$ cat config.mk
export PLATFORM = sky130hd
export DESIGN_NAME = seg_scan_driver
export DESIGN_NICKNAME = d
export VERILOG_FILES = /design/src/rtl/seg_pkg.sv /design/src/rtl/seg7_encode.sv /design/src/rtl/seg_scan_driver.sv
export SDC_FILE = /design/constraint.sdc
export NUM_CORES = 1
export LEC_CHECK = 0
export ABC_AREA = 1
export CAP_MARGIN = 0
export CORE_MARGIN = 8
export CORE_UTILIZATION = 50
export DETAILED_ROUTE_END_ITERATION = 8
export PLACE_DENSITY = 0.68
export RECOVER_POWER = 100
export SLEW_MARGIN = 20
export SYNTH_ARGS = -nofsm -noshare
export SYNTH_HDL_FRONTEND = slang
export SYNTH_HIERARCHICAL = 1
export SYNTH_SLANG_ARGS = --single-unit
$ cat constraint.sdc
create_clock -name clk -period 3.8 [get_ports clk]
set_clock_uncertainty 0.1 [all_clocks]
set_input_delay 0.57 -clock clk [delete_from_list [all_inputs] [get_ports clk]]
set_output_delay 0.57 -clock clk [all_outputs]
set_load 0.01 [all_outputs]
$ cat src/rtl/seg_pkg.sv
// Shared types and constants for the 7-segment scan driver.
// Segment patterns are active-low {a,b,c,d,e,f,g}.
package seg_pkg;

    typedef enum logic [1:0] {StIdle, StConv, StDone} state_t;

    localparam logic [6:0] SEG_BLANK = 7'b1111111;
    localparam logic [6:0] SEG_DASH  = 7'b1111110;

    // Entry [n] holds the pattern for decimal digit n.
    localparam logic [9:0][6:0] SEG_TABLE = {
        7'b0000100, 7'b0000000, 7'b0001111, 7'b0100000, 7'b0100100,
        7'b1001100, 7'b0000110, 7'b0010010, 7'b1001111, 7'b0000001
    };

    function automatic int unsigned pow10(input int unsigned n);
        int unsigned r;
        r = 1;
        for (int unsigned i = 0; i < n; i++) begin
            r = r * 10;
        end
        return r;
    endfunction

endpackage

$ cat src/rtl/seg7_encode.sv
// BCD digit to active-low 7-segment pattern; dash overrides blank.
module seg7_encode
    import seg_pkg::*;
(
    input  logic [3:0] digit,
    input  logic       blank,
    input  logic       dash,
    output logic [6:0] seg
);

    always_comb begin
        if (dash) begin
            seg = SEG_DASH;
        end else if (blank || digit > 4'd9) begin
            seg = SEG_BLANK;
        end else begin
            seg = SEG_TABLE[digit];
        end
    end

endmodule

$ cat src/rtl/seg_scan_driver.sv
// Binary-to-BCD (sequential double-dabble) converter with multiplexed 7-segment scan.
// Define SEG_LZ_BLANK_EN to blank leading zero digits.
module seg_scan_driver
    import seg_pkg::*;
#(
    parameter int unsigned WIDTH    = 8,
    parameter int unsigned DIGITS   = 3,
    parameter int unsigned SCAN_DIV = 1000
) (
    input  logic              clk,
    input  logic              rst,
    input  logic [WIDTH-1:0]  value,
    input  logic              load,
    output logic [6:0]        seg,
    output logic [DIGITS-1:0] an,
    output logic              busy,
    output logic              valid,
    output logic              ovf
);

    localparam int unsigned BCD_W   = 4 * DIGITS + 4;
    localparam int unsigned CNT_W   = $clog2(WIDTH + 1);
    localparam int unsigned SCAN_W  = $clog2(SCAN_DIV);
    localparam int unsigned IDX_W   = (DIGITS > 1) ? $clog2(DIGITS) : 1;
    localparam int unsigned MAX_VAL = pow10(DIGITS) - 1;

    state_t              state_q, state_d;
    logic [WIDTH-1:0]    cap_q, sh_q, sh_d;
    logic [BCD_W-1:0]    bcd_q, bcd_d, bcd_adj;
    logic [CNT_W-1:0]    cnt_q;
    logic [4*DIGITS-1:0] disp_q;
    logic                ovf_q;
    logic [SCAN_W-1:0]   scan_q;
    logic [IDX_W-1:0]    idx_q;
    logic [6:0]          seg_q, seg_enc;
    logic [DIGITS-1:0]   an_q;
    logic [3:0]          cur_digit;
    logic                lz_blank, conv_last, scan_wrap;

    assign conv_last = (cnt_q == CNT_W'(WIDTH - 1));
    assign scan_wrap = (scan_q == SCAN_W'(SCAN_DIV - 1));

    always_ff @(posedge clk or posedge rst) begin
        if (rst) state_q <= StIdle;
        else     state_q <= state_d;
    end

    always_comb begin
        state_d = state_q;
        case (state_q)
            StIdle:  if (load) state_d = StConv;
            StConv:  if (conv_last) state_d = StDone;
            StDone:  state_d = StIdle;
            default: state_d = StIdle;
        endcase
    end

    always_comb begin
        busy  = (state_q != StIdle);
        valid = (state_q == StDone);
    end

    // One double-dabble step: adjust every nibble, then shift {bcd, shift} left.
    always_comb begin
        bcd_adj = bcd_q;
        for (int unsigned i = 0; i <= DIGITS; i++) begin
            if (bcd_q[4*i +: 4] >= 4'd5) bcd_adj[4*i +: 4] = bcd_q[4*i +: 4] + 4'd3;
        end
        {bcd_d, sh_d} = {bcd_adj, sh_q} << 1;
    end

    always_ff @(posedge clk or posedge rst) begin
        if (rst) begin
            cap_q  <= '0;
            sh_q   <= '0;
            bcd_q  <= '0;
            cnt_q  <= '0;
            disp_q <= '0;
            ovf_q  <= 1'b0;
        end else begin
            case (state_q)
                StIdle: if (load) begin
                    cap_q <= value;
                    sh_q  <= value;
                    bcd_q <= '0;
                    cnt_q <= '0;
                end
                StConv: begin
                    bcd_q <= bcd_d;
                    sh_q  <= sh_d;
                    cnt_q <= cnt_q + 1'b1;
                end
                StDone: begin
                    disp_q <= bcd_q[4*DIGITS-1:0];
                    // The compare also catches captures too large for the accumulator.
                    ovf_q  <= (bcd_q[BCD_W-1 -: 4] != 4'd0) || (32'(cap_q) > MAX_VAL);
                end
                default: ;
            endcase
        end
    end

    always_ff @(posedge clk or posedge rst) begin
        if (rst) begin
            scan_q <= '0;
            idx_q  <= '0;
        end else begin
            scan_q <= scan_wrap ? '0 : scan_q + 1'b1;
            if (scan_wrap) idx_q <= (idx_q == IDX_W'(DIGITS - 1)) ? '0 : idx_q + 1'b1;
        end
    end

    assign cur_digit = disp_q[{idx_q, 2'b00} +: 4];

`ifdef SEG_LZ_BLANK_EN
    // Blank when this digit and every digit above it are zero; digit 0 always shows.
    assign lz_blank = (idx_q != '0) && ((disp_q >> {idx_q, 2'b00}) == '0);
`else
    assign lz_blank = 1'b0;
`endif

    seg7_encode u_encode (
        .digit (cur_digit),
        .blank (lz_blank),
        .dash  (ovf_q),
        .seg   (seg_enc)
    );

    always_ff @(posedge clk or posedge rst) begin
        if (rst) begin
            seg_q <= SEG_BLANK;
            an_q  <= '1;
        end else begin
            seg_q <= seg_enc;
            an_q  <= ~(DIGITS'(1) << idx_q);
        end
    end

    assign seg = seg_q;
    assign an  = an_q;
    assign ovf = ovf_q;

endmodule

==> summary.txt, run 1 <==
GRT
  • GRT Overall Usage: 13.6%
  • Number of global-route vias before repair: between 2,000 and 2,500
  • Total gr overflow: 0
  • Antenna violations before repair: 0
  • Pin count of the biggest net entering global routing: 37
  • First-pass GRT wire length: ~11,000 µm

Placed design
  • Area after DPL: between 3000 and 4000 µm²
  • Hpwl dp: roughly 4300 µm
  • PortBufs: 23
  • GP Congestion: 0.835

Floorplanning
  • Top Ports: 24
  • Initial cell density of the core: about half
  • FP Rows: 29
  • Core area: 6390 µm²
  • Die X: approximately 97 µm
  • Die extent in y: 97.3 µm
  • Die area: about 9500 µm²

Clocking
  • Clock root buffer: clkbuf_8
  • CTS resizes: 0
  • Num CTS Buffers: 9
  • Worst skew pair latency: between 0.3 and 0.4 ns
  • CTS tree: yes
  • CTS H-tree depth: 3
  • Clk sink count: 65
  • Setup bufs post-CTS: 0
  • Hold buffers post-CTS: 0
  • CTS Buffer Depth: 2
  • Clk pin slew, worst setup/hold paths: approximately 0.070 ns

Power
  • LEAKAGE: 1.91 nW
  • Worst vdd ir: about 0.5 mV
  • Power Dens Cells: 767 nW/µm²

Synthesis
  • #FFs+latches synth: 65
  • Mapped Area: roughly 3300 µm²
  • Register area share after synthesis: roughly half
  • Synth Area in Compound Gates: under 10%
  • Syn_area_per_cell: slightly above 8 µm²
  • Yosys warns: 6
  • Library cells used by synthesis: 30
  • XOR/XNOR Fraction of Synth Area: less than 1%
  • Multiplexer share of the synthesized area: 0%
  • Mapped Nets: between 400 and 500
  • Largest family of logic cells by synthesized area: simple AND/OR/NAND/NOR gates
  • Synth Area in Adders: 6.05%
  • Syn Inst Count: approximately 400
  • Post-Synth Simple-Gate Area: between 30% and 40%

Finish
  • ANT cells: 0
  • Fill cell count: 601
  • Finished layout cell area: 3790 µm²
  • Final Util: about 59%
  • Fin nets: 460
  • Area grow syn2layout: 14.8%
  • Share of cells above drive strength 1: ~7.8%

Worst setup path
  • Crit Reg-Reg Startpoint: state_q[0]
  • R2R setup slack: about 1.1 ns
  • Startpoint types: flop
  • RR Endpoint: bcd_q[3]
  • Nature of the critical path endpoint: flop
  • Worst Path Required: between 3 and 4 ns
  • CP Data Arrival Time: around 2.8 ns
  • CP Class: reg -> reg
  • Worst-path fanout max: 27
  • Cells on worst reg2reg path: 5

Detailed routing
  • DR vias: 2,586
  • Residual DRC: 0
  • Iteration-0 DRC Markers: approximately 140
  • WL per Instance: about 12 µm
  • Vias per cell: around 5
  • Antenna Nets Post-Route: 0
  • Total wire length: 6070 µm
  • DRT Pass-1 Iters: 4

Min path
  • Worst Hold Endpoint: an[1]
  • Beginning of the worst hold path: idx_q[0]
  • Worst Hold Depth: 1
  • Hold WC Path Type: reg -> reg

Flow run
  • Max cap viols: 0

Timing
  • # setup viols final: 0
  • Final Hold Slack: between 0.3 and 0.4 ns
  • Final hold vios: 0
  • RSZ-0062 raised after global routing: no
  • Slew headroom: between 10 and 15%
  • Max-slew violations: 0
  • Setup total negative slack: 0 ns
  • Min cycle time layout: about 2.7 ns
  • Part of the cycle the worst path needs: 70.8%
  • Tightest Pin Transition: approximately 1.3 ns
  • F_max: about 0.37 GHz

Run status
  • Status: finished clean
==> per-stage QoR <==
step	instances	setup slack, ns	total power, mW
floorplan	404	1.52	2.02
global placement	499	1.83	2.24
detailed placement	499	1.83	2.27
CTS	515	1.45	2.99
global route	515	0.790	3.18
finish	515	1.11	2.91
==> routing by layer <==
layer	part of all wire, %	GRT usage, %	routed length (µm)
met1	49	16.1	2960
met2	46	22.7	2790
met3	3.3	3.20	201
met4	1.9	6.41	116
met5	0	0	0
==> layout by cell type, fill, tap and decap left out, drive strengths merged, types with 11 or more instances in the layout <==
master / n
nand2: 139
dfrtp: 55
nand3: 50
inv: 50
o21ai: 28
nor2: 23
ha: 16
dlygate4sd3: 14
clkbuf: 13
nand4: 11
==> worst max path at each step <==
stage	cells past startpoint	slack [ns]	start	end
2_1_floorplan	1	1.52	rst	bcd_q[0]
5_1_grt	3	0.79	rst	scan_q[3]
3_3_place_gp	3	1.83	rst	seg[1]
6_report	5	1.11	state_q[0]	bcd_q[3]
3_5_place_dp	3	1.83	rst	seg[1]
4_1_cts	2	1.45	state_q[0]	valid
==> sequential cells by signal, summed over array words and instances, names as in the netlist, 2 cells and up <==
signal and cells:
seg 7, an 3, disp_q 12, idx_q 2
state_q 2, cnt_q 4, sh_q 8, bcd_q 16
scan_q 10
==> power by group <==
group          switching [mW]  internal, mW  total [mW]  leakage [nW]
Sequential              0.158         0.936        1.09         0.789
Clock                   0.256         0.453       0.709         0.120
Combinational           0.695         0.411        1.11          1.00
==> cells by family after synthesis <==
logic type	count (synthesis)
XOR/XNOR	3
AO/OA/AOI/OAI	35
AND/OR/NAND/NOR	226
buffers and inverters	58
other	1
flip-flops	65
adder cells (fa/ha/maj)	16
==> synth_stat cells, drive strengths merged <==
cell	count	area, µm²
a21oi	4	20.0
a41oi	1	8.76
buf	7	56.3
conb	1	3.75
dfrtp	55	1380
dfstp	10	263
ha	16	200
inv	51	196
nand2	139	539
nand3	50	255
nand4	11	68.8
nor2	23	120
nor2b	1	6.26
nor3	1	5.00
o211ai	1	7.51
o21a	1	7.51
o21ai	28	140
or2	1	6.26
xor2	3	26.3
==> worst max-delay path, stage by stage, from the launching register on <==
cell        delay (ns)
dfrtp_1           0.41
nand2_1           0.17
clkinvlp_2        0.90
nor2_8            0.63
inv_1             0.18
o21ai_0           0.20
==> cell type report <==
cell class              instances  area [µm²]  share of cell area, %
well taps                      77        96.3                   2.54
clock inverters                 5         103                   2.70
clock buffers                  11         141                   3.73
multi-input cells             281        1390                   36.5
repair buffers                 25         238                   6.26
inverters                      51         193                   5.08
flip-flops and latches         65        1640                   43.2
Note: power is estimated with default switching activity, not from simulation.
==> run 2, diff against run 1 <==
PLACE_DENSITY = 0.7   (was 0.68)
clock period = 2.45 ns   (was 3.8 ns; I/O delays follow)
==> summary.txt, run 2 (synthesized netlist as in run 1, its figures left out) <==
Clocking
  • Clk pin slew, worst setup/hold paths: 0.07 ns (about the same)
  • Num CTS Buffers: 9 (unchanged)
  • Hold buffers post-CTS: 0 (unchanged)
  • CTS tree: yes
  • Setup bufs post-CTS: 0 (unchanged)
  • Clock root buffer: clkbuf_8
  • CTS Buffer Depth: 2 (unchanged)
  • Worst skew pair latency: 0.33 ns (about the same)
  • CTS H-tree depth: 3 (unchanged)
  • CTS resizes: 0 (unchanged)
  • Clk sink count: 65 (unchanged)

Worst setup path
  • R2R setup slack: 0.39 ns (-0.72 ns)
  • Worst Path Required: 1.98 ns (-1.96 ns)
  • Nature of the critical path endpoint: primary output
  • Critical Path Slowest Stage Cell: dlygate4sd3_1
  • CP Class: reg -> out
  • Crit path largest cell delay: 0.67 ns (-0.23 ns)
  • CP Data Arrival Time: 1.70 ns (-1.13 ns)
  • Cells on worst reg2reg path: 6 (+1)
  • Startpoint types: flop
  • Crit-path cells: inv_1 -> nor2_1 -> dlygate4sd3_1
  • Worst-path fanout max: 4 (-85%)

Finish
  • Commonest non-fill, non-tap cell in the layout: nand2_1
  • ANT cells: 0 (unchanged)
  • Biggest register: bcd_q
  • Fill cell count: 561 (-6.7%)
  • Seq. cell area: 1640 µm² (unchanged)
  • Area grow syn2layout: 14.0%
  • Commonest non-fill, non-tap cells in the layout: nand2_1 (135), dfrtp_1 (55), nand3_1 (50)
  • Fin nets: 459 (-0.22%)
  • Share of cells above drive strength 1: 7.78% (+0.018 points)
  • Top flop regs: bcd_q (16), disp_q (12), scan_q (10)
  • Number of flip-flops in the largest register: 16 (unchanged)
  • Multi-input gate area: 1370 µm² (-0.99%)

Floorplanning
  • Die area: 9470 µm² (unchanged)
  • Top Ports: 24 (unchanged)
  • FP Rows: 29 (unchanged)
  • Core area: 6390 µm² (unchanged)
  • Initial cell density of the core: 51.8% (unchanged)
  • Die extent in y: 97.3 µm (unchanged)
  • Die X: 97.3 µm (unchanged)

Run status
  • Failing checks: max-capacitance violations, max-slew violations
  • Status: finished, violations left

Timing
  • Min cycle time layout: between 2 and 2.5 ns
  • Final Hold Slack: 0.372 ns (-0.00117 ns)
  • Setup total negative slack: 0 ns (unchanged)
  • Slew headroom: -2.99% (-14 points)
  • RSZ-0062 raised after global routing: no
  • # setup viols final: 0 (unchanged)
  • Max-slew violations: 66 (+66)
  • Tightest Pin Transition: 1.54 ns (+0.215 ns)
  • F_max: about 0.46 GHz
  • Part of the cycle the worst path needs: between 80% and 90%
  • Final hold vios: 0 (unchanged)

Power
  • LEAKAGE: 1.90 nW (-0.38%)
  • Worst vdd ir: 0.721 mV (+46%)
  • Power Dens Cells: 1180 nW/µm² (+54%)

Detailed routing
  • Vias per cell: 5.08 (+1.2%)
  • Iteration-0 DRC Markers: 87 (-38%)
  • DRT Pass-1 Iters: 4 (unchanged)
  • WL per Instance: 12.0 µm (+1.4%)
  • Total wire length: 6150 µm (+1.2%)
  • Antenna Nets Post-Route: 0 (unchanged)
  • Residual DRC: 0 (unchanged)
  • DR vias: 2,611 (+0.97%)

Min path
  • Worst Hold Depth: 2 (+1)
  • Hold WC Path Type: reg -> reg

Placed design
  • Hpwl dp: 4290 µm (-1.3%)
  • GP Congestion: 0.899 (+7.6%)
  • PortBufs: 23 (unchanged)

GRT
  • Number of global-route vias before repair: 2,591 (+4.7%)
  • GRT Overall Usage: 13.7% (+0.070 points)
  • Pin count of the biggest net entering global routing: 66 (+78%)
  • Antenna violations before repair: 0 (unchanged)
  • First-pass GRT wire length: 10,800 µm (-0.89%)
  • Total gr overflow: 0 (unchanged)

Flow run
  • Max cap viols: 1 (+1)
[run 2: cell types whose count changed in the layout (fill, tap and decap cells not counted), sizes merged]
cell	change
clkbuf	+2
bufinv	-1
clkdlybuf4s50	+1
dlygate4sd3	-1
clkinvlp	-2
[run 2: per-layer routing]
| metal | vias to the layer above | track usage [%] | share of wire [%] |
|---|---|---|---|
| li1 | 1343 | - | - |
| met1 | 1193 | 14.9 | 46 |
| met2 | 63 | 22.7 | 47 |
| met3 | 12 | 3.91 | 4.4 |
| met4 | 0 | 8.86 | 2.0 |
| met5 | - | 0 | 0 |
[run 2: power by group]
part	total, mW	switching (mW)	internal (mW)
combinational	1.70	1.07	0.631
sequential	1.71	0.254	1.45
clock	1.05	0.390	0.658
[run 2: cell type report]
type	count	area share (%)
multi-input combinational	281	36.4
clock buffer	14	4.58
clock inverter	2	1.59
tap	77	2.55
inverter	51	5.21
sequential	65	43.5
timing repair buffer	24	6.24
[run 2: worst paths after layout]
path	to	start
worst min-delay path	sh_q[0]	sh_q[0]
worst max register to register	bcd_q[11]	state_q[1]
worst min register to register	sh_q[0]	sh_q[0]
worst max-delay path	valid	state_q[1]
min in group asynchronous	cnt_q[2]	rst
max in group asynchronous	bcd_q[1]	rst
[run 2: worst max-delay path, delay by kind of cell, from the launching register on]
| family | cells | cell delay, ns |
|---|---|---|
| flip-flops | 1 | 0.37 |
| AND/OR/NAND/NOR | 1 | 0.25 |
| buffers and inverters | 2 | 0.75 |
[run 2: through the flow]
stage / total power [mW] / area (µm²) / setup slack (ns) / cells / util, %
after floorplan: 3.13 / 3310 / 0.373 / 404 / -
after global placement: 3.48 / 3600 / 0.648 / 498 / 56.3
after detailed placement: 3.53 / 3600 / 0.548 / 498 / 56.3
after CTS: 4.60 / 3830 / 0.310 / 514 / 60.0
after global routing: 4.85 / 3770 / 0.140 / 514 / 59.1
final: 4.46 / 3770 / 0.282 / 514 / 59.1
==> run 3, diff against run 2 <==
CORE_MARGIN = 2   (was 8)
==> summary.txt, run 3 (synthesized netlist as in run 1, its figures left out) <==
Run status
  • Status: finished, violations left
  • Failing checks: max-capacitance violations, max-slew violations

Timing
  • Setup total negative slack: 0 ns (unchanged)
  • # setup viols final: 0 (unchanged)
  • Max-slew violations: 66 (unchanged)
  • Tightest Pin Transition: 1.56 ns (+0.0157 ns)
  • Final hold vios: 0 (unchanged)
  • Part of the cycle the worst path needs: 85.7% (-2.7 points)
  • Slew headroom: -4.04% (-1.0 points)
  • RSZ-0062 raised after global routing: no
  • F_max: 0.476 GHz (+3.2%)
  • Min cycle time layout: 2.10 ns (-0.0667 ns)
  • Final Hold Slack: 0.363 ns (-0.00863 ns)

Placed design
  • Area after DPL: 3600 µm² (unchanged)
  • Hpwl dp: 4180 µm (-2.5%)
  • GP Congestion: 0.946 (+5.3%)
  • PortBufs: 23 (unchanged)

GRT
  • Total gr overflow: 0 (unchanged)
  • GRT Overall Usage: 19.2% (+5.5 points)
  • Antenna violations before repair: 0 (unchanged)
  • Pin count of the biggest net entering global routing: 66 (unchanged)
  • First-pass GRT wire length: 11,100 µm (+3.4%)
  • Number of global-route vias before repair: 2,538 (-2.0%)

Worst setup path
  • Worst Path Required: 2.61 ns (+0.63 ns)
  • Worst-path fanout max: 27 (+23)
  • Worst path bufs/invs: 2 (unchanged)
  • Critical Path Slowest Stage Cell: nor2_2
  • CP Class: reg -> reg
  • Nature of the critical path endpoint: flop
  • Crit path largest cell delay: 0.78 ns (+0.11 ns)
  • Startpoint types: flop
  • CP Data Arrival Time: 2.26 ns (+0.56 ns)
  • Crit-path cells: nand2_1 -> inv_6 -> nor2_2 -> inv_2 -> o21ai_0
  • Crit-path leading delay family: simple AND/OR/NAND/NOR gates

Power
  • Power Total: 4.48 mW (+0.48%)
  • Worst vdd ir: 0.723 mV (+0.27%)
  • Power Dens Cells: 1190 nW/µm² (+0.41%)
  • LEAKAGE: 1.90 nW (about the same)

Finish
  • Area grow syn2layout: 14.1% (about the same)
  • Biggest register: bcd_q
  • Share of cells above drive strength 1: 8.24% (+0.46 points)
  • Final Util: 59.1% (about the same)
  • Top flop regs: bcd_q (16), disp_q (12), scan_q (10)
  • Commonest non-fill, non-tap cell in the layout: nand2_1
  • Fin nets: 459 (unchanged)
  • Finished layout cell area: 3770 µm² (about the same)
  • Number of flip-flops in the largest register: 16 (unchanged)
  • ANT cells: 0 (unchanged)
  • Commonest non-fill, non-tap cells in the layout: nand2_1 (135), dfrtp_1 (55), nand3_1 (50)

Flow run
  • Max cap viols: 1 (unchanged)

Clocking
  • CTS resizes: 0 (unchanged)
  • Clk pin slew, worst setup/hold paths: 0.07 ns (about the same)
  • Num CTS Buffers: 9 (unchanged)
  • Clk sink count: 65 (unchanged)
  • Setup bufs post-CTS: 0 (unchanged)
  • CTS tree: yes
  • Hold buffers post-CTS: 0 (unchanged)
  • CTS Buffer Depth: 2 (unchanged)
  • CTS H-tree depth: 3 (unchanged)
  • Worst skew pair latency: 0.34 ns (about the same)
  • Clock root buffer: clkbuf_8

Floorplanning
  • FP Rows: 29 (unchanged)
  • Die X: 85.3 µm (-12%)
  • Initial cell density of the core: 51.8% (unchanged)
  • Top Ports: 24 (unchanged)
  • Core area: 6390 µm² (unchanged)
  • Die area: 7280 µm² (-23%)
  • Die extent in y: 85.3 µm (-12%)

Detailed routing
  • Residual DRC: 0 (unchanged)
  • Iteration-0 DRC Markers: 149 (+71%)
  • Vias per cell: 5.12 (+0.73%)
  • DRT Pass-1 Iters: 4 (unchanged)
  • DR vias: 2,630 (+0.73%)
  • Total wire length: 6090 µm (-0.89%)
  • WL per Instance: 11.9 µm (-0.89%)
  • Antenna Nets Post-Route: 0 (unchanged)

Min path
  • Hold WC Path Type: reg -> reg
==> run 3: cell types whose count changed in the layout (fill, tap and decap cells not counted) <==
cell / before / now
nor2_2: 1 / 2
nor2_1: 22 / 21
inv_2: 2 / 3
inv_1: 47 / 46
==> run 3: layer usage <==
metal | vias up | global-route usage, % | routed length [µm]
met2 | 47 | 33.2 | 2960
li1 | 1346 | - | -
met1 | 1229 | 23.1 | 2850
met5 | - | 0 | 0
met4 | 0 | 7.36 | 80
met3 | 8 | 4.57 | 205
==> run 3: worst paths after layout <==
| check | start | endpoint | slack, ns | depth (start not counted) |
|---|---|---|---|---|
| worst min-delay path | idx_q[0] | an[1] | 0.36 | 1 |
| worst max-delay path | state_q[0] | bcd_q[7] | 0.35 | 5 |
| worst max register to register | state_q[0] | bcd_q[7] | 0.35 | 5 |
| worst min register to register | idx_q[0] | an[1] | 0.36 | 1 |
| min in group asynchronous | rst | cnt_q[1] | 0.77 | 3 |
| max in group asynchronous | rst | sh_q[2] | 0.57 | 3 |
==> run 3: layout make-up <==
type | count | area [µm²]
Timing Repair Buffer | 24 | 235
Clock inverter | 2 | 60.1
Multi-Input combinational cell | 281 | 1370
Clock buffer | 14 | 173
Sequential cell | 65 | 1640
Fill cell | 558 | 2610
Inverter | 51 | 196
Tap cell | 77 | 96.3
==> run 3: per-stage QoR <==
step / setup WS (ns) / instances
final: 0.349 / 514
after global routing: 0.154 / 514
after CTS: 0.290 / 514
after detailed placement: 0.557 / 498
after global placement: 0.645 / 498
after floorplan: 0.373 / 404
==> run 3: report_power, final <==
group / switching, mW / internal (mW)
logic: 1.07 / 0.628
registers: 0.265 / 1.45
clock network: 0.406 / 0.658
total: 1.74 / 2.74
